`src/rtl/subservient_uart_pkg.sv`:
```
// Shared definitions for the subservient UART blocks (TX and RX).
// Holds FSM encodings, Wishbone register offsets and STATUS bit layout.
package subservient_uart_pkg;

   typedef enum logic [1:0] {
      ST_IDLE  = 2'd0,
      ST_START = 2'd1,
      ST_DATA  = 2'd2,
      ST_STOP  = 2'd3
   } tx_state_t;

   localparam logic UART_DATA   = 1'b0;
   localparam logic UART_STATUS = 1'b1;

   localparam int STATUS_BUSY_BIT  = 0;
   localparam int STATUS_FULL_BIT  = 1;
   localparam int STATUS_COUNT_LSB = 2;

endpackage

```
`src/rtl/subservient_fifo_sync.sv`:
```
// Register-based synchronous FIFO with show-ahead read data.
// Pointers are AW bits wide so they wrap modulo the depth on their own.
module subservient_fifo_sync
   import subservient_uart_pkg::*;
#(
   parameter int WIDTH = 8,
   parameter int AW    = 2
)
(
   input  logic             i_clk,
   input  logic             i_rst,
   input  logic             i_push,
   input  logic [WIDTH-1:0] i_wdata,
   input  logic             i_pop,
   output logic [WIDTH-1:0] o_rdata,
   output logic             o_full,
   output logic             o_empty,
   output logic [AW:0]      o_count
);

   localparam int          DEPTH    = 2**AW;
   localparam logic [AW:0] FULL_CNT = (AW+1)'(DEPTH);

   logic [WIDTH-1:0] mem [DEPTH];
   logic [AW-1:0]    wr_ptr;
   logic [AW-1:0]    rd_ptr;
   logic [AW:0]      count;
   logic             do_push;
   logic             do_pop;

   assign o_full   = (count == FULL_CNT);
   assign o_empty  = (count == '0);
   assign do_push  = i_push & ~o_full;
   assign do_pop   = i_pop & ~o_empty;
   assign o_rdata  = mem[rd_ptr];
   assign o_count  = count;

   always_ff @(posedge i_clk) begin
      if (do_push) begin
         mem[wr_ptr] <= i_wdata;
      end
   end

   always_ff @(posedge i_clk) begin
      if (i_rst) begin
         wr_ptr <= '0;
         rd_ptr <= '0;
         count  <= '0;
      end else begin
         if (do_push) begin
            wr_ptr <= wr_ptr + 1'b1;
         end
         if (do_pop) begin
            rd_ptr <= rd_ptr + 1'b1;
         end
         // simultaneous push and pop leaves the occupancy unchanged
         case ({do_push, do_pop})
            2'b10:   count <= count + 1'b1;
            2'b01:   count <= count - 1'b1;
            default: count <= count;
         endcase
      end
   end

endmodule

```
`src/rtl/subservient_uart_tx.sv`:
```
// 8N1 UART transmitter with a small byte FIFO behind a Wishbone slave port.
// DATA writes stall (ack withheld) while the FIFO is full; STATUS reports busy/full/count.
module subservient_uart_tx
   import subservient_uart_pkg::*;
#(
   parameter int CLKS_PER_BIT = 868,
   parameter int FIFO_AW      = 2
)
(
   input  logic        i_clk,
   input  logic        i_rst,
   input  logic        i_wb_adr,
   input  logic [7:0]  i_wb_dat,
   input  logic        i_wb_we,
   input  logic        i_wb_stb,
   output logic [31:0] o_wb_rdt,
   output logic        o_wb_ack,
   output logic        o_tx
);

   localparam int                BAUD_W    = $clog2(CLKS_PER_BIT);
   localparam logic [BAUD_W-1:0] BAUD_LAST = BAUD_W'(CLKS_PER_BIT - 1);

   tx_state_t          state;
   logic [BAUD_W-1:0]  baud_cnt;
   logic [2:0]         bit_idx;
   logic [7:0]         shift;
   logic               baud_done;

   logic [7:0]         fifo_rdata;
   logic               fifo_full;
   logic               fifo_empty;
   logic [FIFO_AW:0]   fifo_count;
   logic               fifo_push;
   logic               fifo_pop;

   logic               wb_req;
   logic               wb_accept;
   logic               data_wr;
   logic               status_rd;
   logic               busy;
   logic [31:0]        status_word;

   subservient_fifo_sync #(
      .WIDTH (8),
      .AW    (FIFO_AW)
   ) u_fifo (
      .i_clk   (i_clk),
      .i_rst   (i_rst),
      .i_push  (fifo_push),
      .i_wdata (i_wb_dat),
      .i_pop   (fifo_pop),
      .o_rdata (fifo_rdata),
      .o_full  (fifo_full),
      .o_empty (fifo_empty),
      .o_count (fifo_count)
   );

   // Full is taken from the registered count, so a pop this cycle never frees room this cycle.
   assign wb_req    = i_wb_stb & ~o_wb_ack;
   assign data_wr   = (i_wb_adr == UART_DATA) & i_wb_we;
   assign status_rd = (i_wb_adr == UART_STATUS) & ~i_wb_we;
   assign wb_accept = ~(data_wr & fifo_full);
   assign fifo_push = wb_req & data_wr & ~fifo_full;

   assign baud_done = (baud_cnt == BAUD_LAST);
   assign fifo_pop  = ~fifo_empty &
                      ((state == ST_IDLE) | ((state == ST_STOP) & baud_done));
   assign busy      = (state != ST_IDLE) | ~fifo_empty;

   always_comb begin
      status_word                                      = '0;
      status_word[STATUS_BUSY_BIT]                     = busy;
      status_word[STATUS_FULL_BIT]                     = fifo_full;
      status_word[STATUS_COUNT_LSB +: FIFO_AW+1]       = fifo_count;
   end

   always_ff @(posedge i_clk) begin
      if (i_rst) begin
         o_wb_ack <= 1'b0;
         o_wb_rdt <= '0;
      end else begin
         o_wb_ack <= wb_req & wb_accept;
         o_wb_rdt <= (wb_req & status_rd) ? status_word : '0;
      end
   end

   // Shift register carries payload only; it is reloaded on every pop.
   always_ff @(posedge i_clk) begin
      if (fifo_pop) begin
         shift <= fifo_rdata;
      end else if ((state == ST_DATA) && baud_done && (bit_idx != 3'd7)) begin
         shift <= shift >> 1;
      end
   end

   always_ff @(posedge i_clk) begin
      if (i_rst) begin
         state    <= ST_IDLE;
         o_tx     <= 1'b1;
         baud_cnt <= '0;
         bit_idx  <= '0;
      end else begin
         case (state)
            ST_IDLE: begin
               o_tx     <= 1'b1;
               baud_cnt <= '0;
               if (fifo_pop) begin
                  state <= ST_START;
                  o_tx  <= 1'b0;
               end
            end
            ST_START: begin
               if (baud_done) begin
                  baud_cnt <= '0;
                  bit_idx  <= '0;
                  state    <= ST_DATA;
                  o_tx     <= shift[0];
               end else begin
                  baud_cnt <= baud_cnt + 1'b1;
               end
            end
            ST_DATA: begin
               if (baud_done) begin
                  baud_cnt <= '0;
                  if (bit_idx == 3'd7) begin
                     state <= ST_STOP;
                     o_tx  <= 1'b1;
                  end else begin
                     // shift[1] is the bit that lands in shift[0] on this same edge
                     o_tx    <= shift[1];
                     bit_idx <= bit_idx + 1'b1;
                  end
               end else begin
                  baud_cnt <= baud_cnt + 1'b1;
               end
            end
            ST_STOP: begin
               if (baud_done) begin
                  baud_cnt <= '0;
                  if (fifo_pop) begin
                     state <= ST_START;
                     o_tx  <= 1'b0;
                  end else begin
                     state <= ST_IDLE;
                  end
               end else begin
                  baud_cnt <= baud_cnt + 1'b1;
               end
            end
            default: begin
               state <= ST_IDLE;
               o_tx  <= 1'b1;
            end
         endcase
      end
   end

endmodule

```
`config.mk`:
```
export PLATFORM = sky130hd
export DESIGN_NAME = subservient_uart_tx
export DESIGN_NICKNAME = d
export VERILOG_FILES = /design/src/rtl/subservient_uart_pkg.sv /design/src/rtl/subservient_fifo_sync.sv /design/src/rtl/subservient_uart_tx.sv
export SDC_FILE = /design/constraint.sdc
export NUM_CORES = 1
export LEC_CHECK = 0
export CORE_MARGIN = 5
export CORE_UTILIZATION = 55
export CTS_BUF_LIST = sky130_fd_sc_hd__clkbuf_8
export CTS_CLUSTER_SIZE = 8
export DETAILED_ROUTE_END_ITERATION = 6
export HOLD_SLACK_MARGIN = 0.05
export PLACE_DENSITY = 0.8
export SETUP_SLACK_MARGIN = 0.1
export SKIP_LAST_GASP = 1
export SLEW_MARGIN = 20
export SYNTH_ARGS = -nofsm -noshare
export SYNTH_HDL_FRONTEND = slang
export SYNTH_SLANG_ARGS = --single-unit
```
`constraint.sdc`:
```
create_clock -name i_clk -period 2.8 [get_ports i_clk]
set_input_delay 0.42 -clock i_clk [delete_from_list [all_inputs] [get_ports i_clk]]
set_output_delay 0.42 -clock i_clk [all_outputs]
set_load 0.01 [all_outputs]
```
==> results of run 1 <==
==> cell usage after synthesis, types with 2 or more instances <==
| cell | n | share of area (%) |
|---|---|---|
| nand2_1 | 8 | 0.91 |
| and2_1 | 9 | 1.7 |
| a31oi_1 | 2 | 0.38 |
| inv_1 | 9 | 1.0 |
| o21ai_0 | 7 | 1.1 |
| nor3_2 | 2 | 0.61 |
| a21o_1 | 3 | 0.68 |
| o211ai_1 | 2 | 0.46 |
| nor3_1 | 4 | 0.61 |
| edfxtp_1 | 40 | 36 |
| and3_1 | 2 | 0.38 |
| mux2i_1 | 2 | 0.61 |
| or3_1 | 3 | 0.57 |
| ha_1 | 13 | 4.9 |
| buf_2 | 2 | 0.30 |
| dfxtp_1 | 31 | 19 |
| xor2_1 | 3 | 0.80 |
| mux2_2 | 7 | 2.4 |
| buf_4 | 27 | 6.2 |
| mux4_2 | 8 | 5.5 |
| nand2b_1 | 2 | 0.38 |
| nor2_1 | 19 | 2.2 |
| o41ai_1 | 2 | 0.53 |
| or3b_1 | 2 | 0.53 |
| a21oi_1 | 9 | 1.4 |
| nand3_1 | 7 | 1.1 |
| xnor2_1 | 8 | 2.1 |
==> state kept, by name, summed over array words and instances, names as in the netlist, named ones only <==
| register | cells |
|---|---|
| o_tx | 1 |
| o_wb_rdt | 5 |
| u_fifo.wr_ptr | 2 |
| state | 2 |
| shift | 8 |
| bit_idx | 3 |
| baud_cnt | 10 |
| u_fifo.rd_ptr | 2 |
| o_wb_ack | 1 |
| u_fifo.o_count | 3 |
| u_fifo.mem | 32 |
==> cell families after synthesis <==
group | share of synthesized area [%]
adder cells (fa/ha/maj) | 5.547
AO/OA/AOI/OAI | 7.371
other | 0.1139
multiplexers | 8.473
AND/OR/NAND/NOR | 12.54
flip-flops | 55.32
buffers and inverters | 7.712
XOR/XNOR | 2.926
==> worst register-to-register path, stage by stage, from the launching register on <==
cell and delay, ps:
dfxtp_1 340, ha_1 250, nor3b_4 190, a41oi_4 290
nor2_4 120, ha_1 270, fa_1 390, xnor2_1 150
or3_1 300, a21oi_1 150
==> through the flow <==
step                      instances  hold WS [ps]  util [%]  instance area [sq um]
final                           364         474.1     62.35                   3670
after floorplan                 283         430.5         -                   3391
after detailed placement        348         461.8     58.95                   3470
after global routing            364         500.1     62.35                   3670
after CTS                       364         479.7     62.35                   3670
after global placement          348         446.3     58.95                   3470
==> path summary, 6_finish.rpt <==
| kind | from | endpoint | slack (ps) | cells past startpoint |
|---|---|---|---|---|
| setup reg to reg | baud_cnt[0] | u_fifo.o_count[2] | 300 | 9 |
| hold reg to reg | baud_cnt[0] | baud_cnt[0] | 470 | 1 |
| hold / removal | baud_cnt[0] | baud_cnt[0] | 470 | 1 |
| setup / recovery | baud_cnt[0] | u_fifo.o_count[2] | 300 | 9 |
==> metal layers <==
metal	part of all wire (%)	wire, um	vias up
met5	0	0	-
li1	-	-	938
met1	43	2308	933
met4	1.6	88	0
met3	4.9	267	8
met2	51	2760	47
==> final cells by class <==
type | instances | area, sq um
well taps | 75 | 93.84
fillers | 459 | 2216
clock inverters | 7 | 76.32
repair buffers | 21 | 205.2
multi-input cells | 172 | 1315
inverters | 9 | 33.78
clock buffers | 9 | 123.9
flip-flops and latches | 71 | 1822
==> power by group through the flow <==
stage	sequential [uW]	clock, uW	combinational, uW
after floorplan	1360	0	756
after global placement	1400	0	866
after detailed placement	1410	0	902
after CTS	1390	836	915
after global routing	1410	897	1000
final	1390	828	911
==> metrics.cfg, run 1 <==
[outcome]
outcome = complete, no violations

[global_route]
grt_max_degree = 15
grt_usage_pct = 15.33
use_met2_pct = 25.21
use_met1_pct = 19.38
grt_pass1_vias = 1855
grt_pass1_wl_um = 8873
grt-ovfl-total = 0
busiest_layer = met2
grtUsageMet3_pct = 4.541
antenna_found_initial = 0

[critical_path]
worstPathArrival_ps = 2770
critPathLaunchType = flop
path_cells = ha_1, nor3b_4, a41oi_4, nor2_4, ha_1, fa_1, xnor2_1, or3_1, a21oi_1
critPathMaxStageDelay_ps = 390
required_ps = 3070
crit_top_cell = ha_1
cp_num_buf_inv = 0
cp_max_fo = 9
path_class = flop to flop
slowest_stage = fa_1
crit_family = adder cells
worstSetupEndpointType = flop

[logic_synthesis]
synthCells = 257
ys_seq_area_share_pct = 55.32
synthFlopType = edfxtp_1
synth_edf_count = 40
synth_seq_cells = 71
syn_area_per_cell_sq_um = 12.81
yosys_warnings = 0
async_reset_ff_share_pct = 0
yosysUniqueCellTypes = 51
netlist_area_sq_um = 3293

[power]
p_comb_share_pct = 29.2
switching_share_pct = 31.92
p_sw_uw = 997.5
vdd_drop_max_v = 0.0004561
p_seq_share_pct = 44.3
p_clk_share_pct = 26.5
power.total_uw = 3125
internal-power_uw = 2128
leakagePower_uw = 0.001299
power_density_nw_per_um2 = 851.6

[cts]
hold_buffers = 0
cts_resized = 0
postCtsSetupBuffers = 0
cts.reportedPaths.clkPinSlew_ps = 80
numClockSinks = 71
root_buffer = clkbuf_8
cts_tree = yes
clk_latency_ps = 340
cts.htree.levels = 3
clk_path_buf_depth = 2
numCtsBuffers = 9

[detailed_routing]
initialDrtViolationCount = 133
wl_per_cell_um = 14.90
dr.pass1.iters = 7
vias = 1926
drc_errors = 0
ant_nets = 0
vias_per_cell = 5.291
wirelength_um = 5425

[die]
io_pins = 47
rows = 28
die_area_sq_um = 7635
die_height_um = 87.38
core_area_sq_um = 5886
die_width_um = 87.38
initial_core_util_pct = 55.95

[sta]
fmax_mhz = 399.6
setup_tns_ps = 0
maxSlewViolCount = 0
fin_ws_ps = 297.6
worstMarginPinSlew_ps = 591.2
hold_violations = 0
min_period_ps = 2502
finalSetupViolations = 0
clock_skew_ps = 8.536
rsz0062_at_grt = false
slew_headroom_pct = 60.38
fin_crit_sh_pct = 89.37

[placement]
dp_hpwl_um = 3931
gp_congestion = 0.8877
dp_slack_ps = 229.4
portBuffers = 19

[cells_and_area]
area_growth_syn_to_layout_pct = 11.44
drive_above_1_share_pct = 14.19
final_common_cell = edfxtp_1
nNetsFinal = 311
diodes = 0
final_cell_mix = edfxtp_1 (40), dfxtp_1 (31), conb_1 (27)

[run]
maxCapViolCount = 0

[min_path]
hold_class = flop to flop

Power figures use the tool's default switching activity.
==> run 2, diff against run 1 <==
- CTS_CLUSTER_SIZE: 8 -> 16
- SLEW_MARGIN: 20 -> default
==> results of run 2 <==
The final DEF is identical to that of run 1; final timing and power are the same.
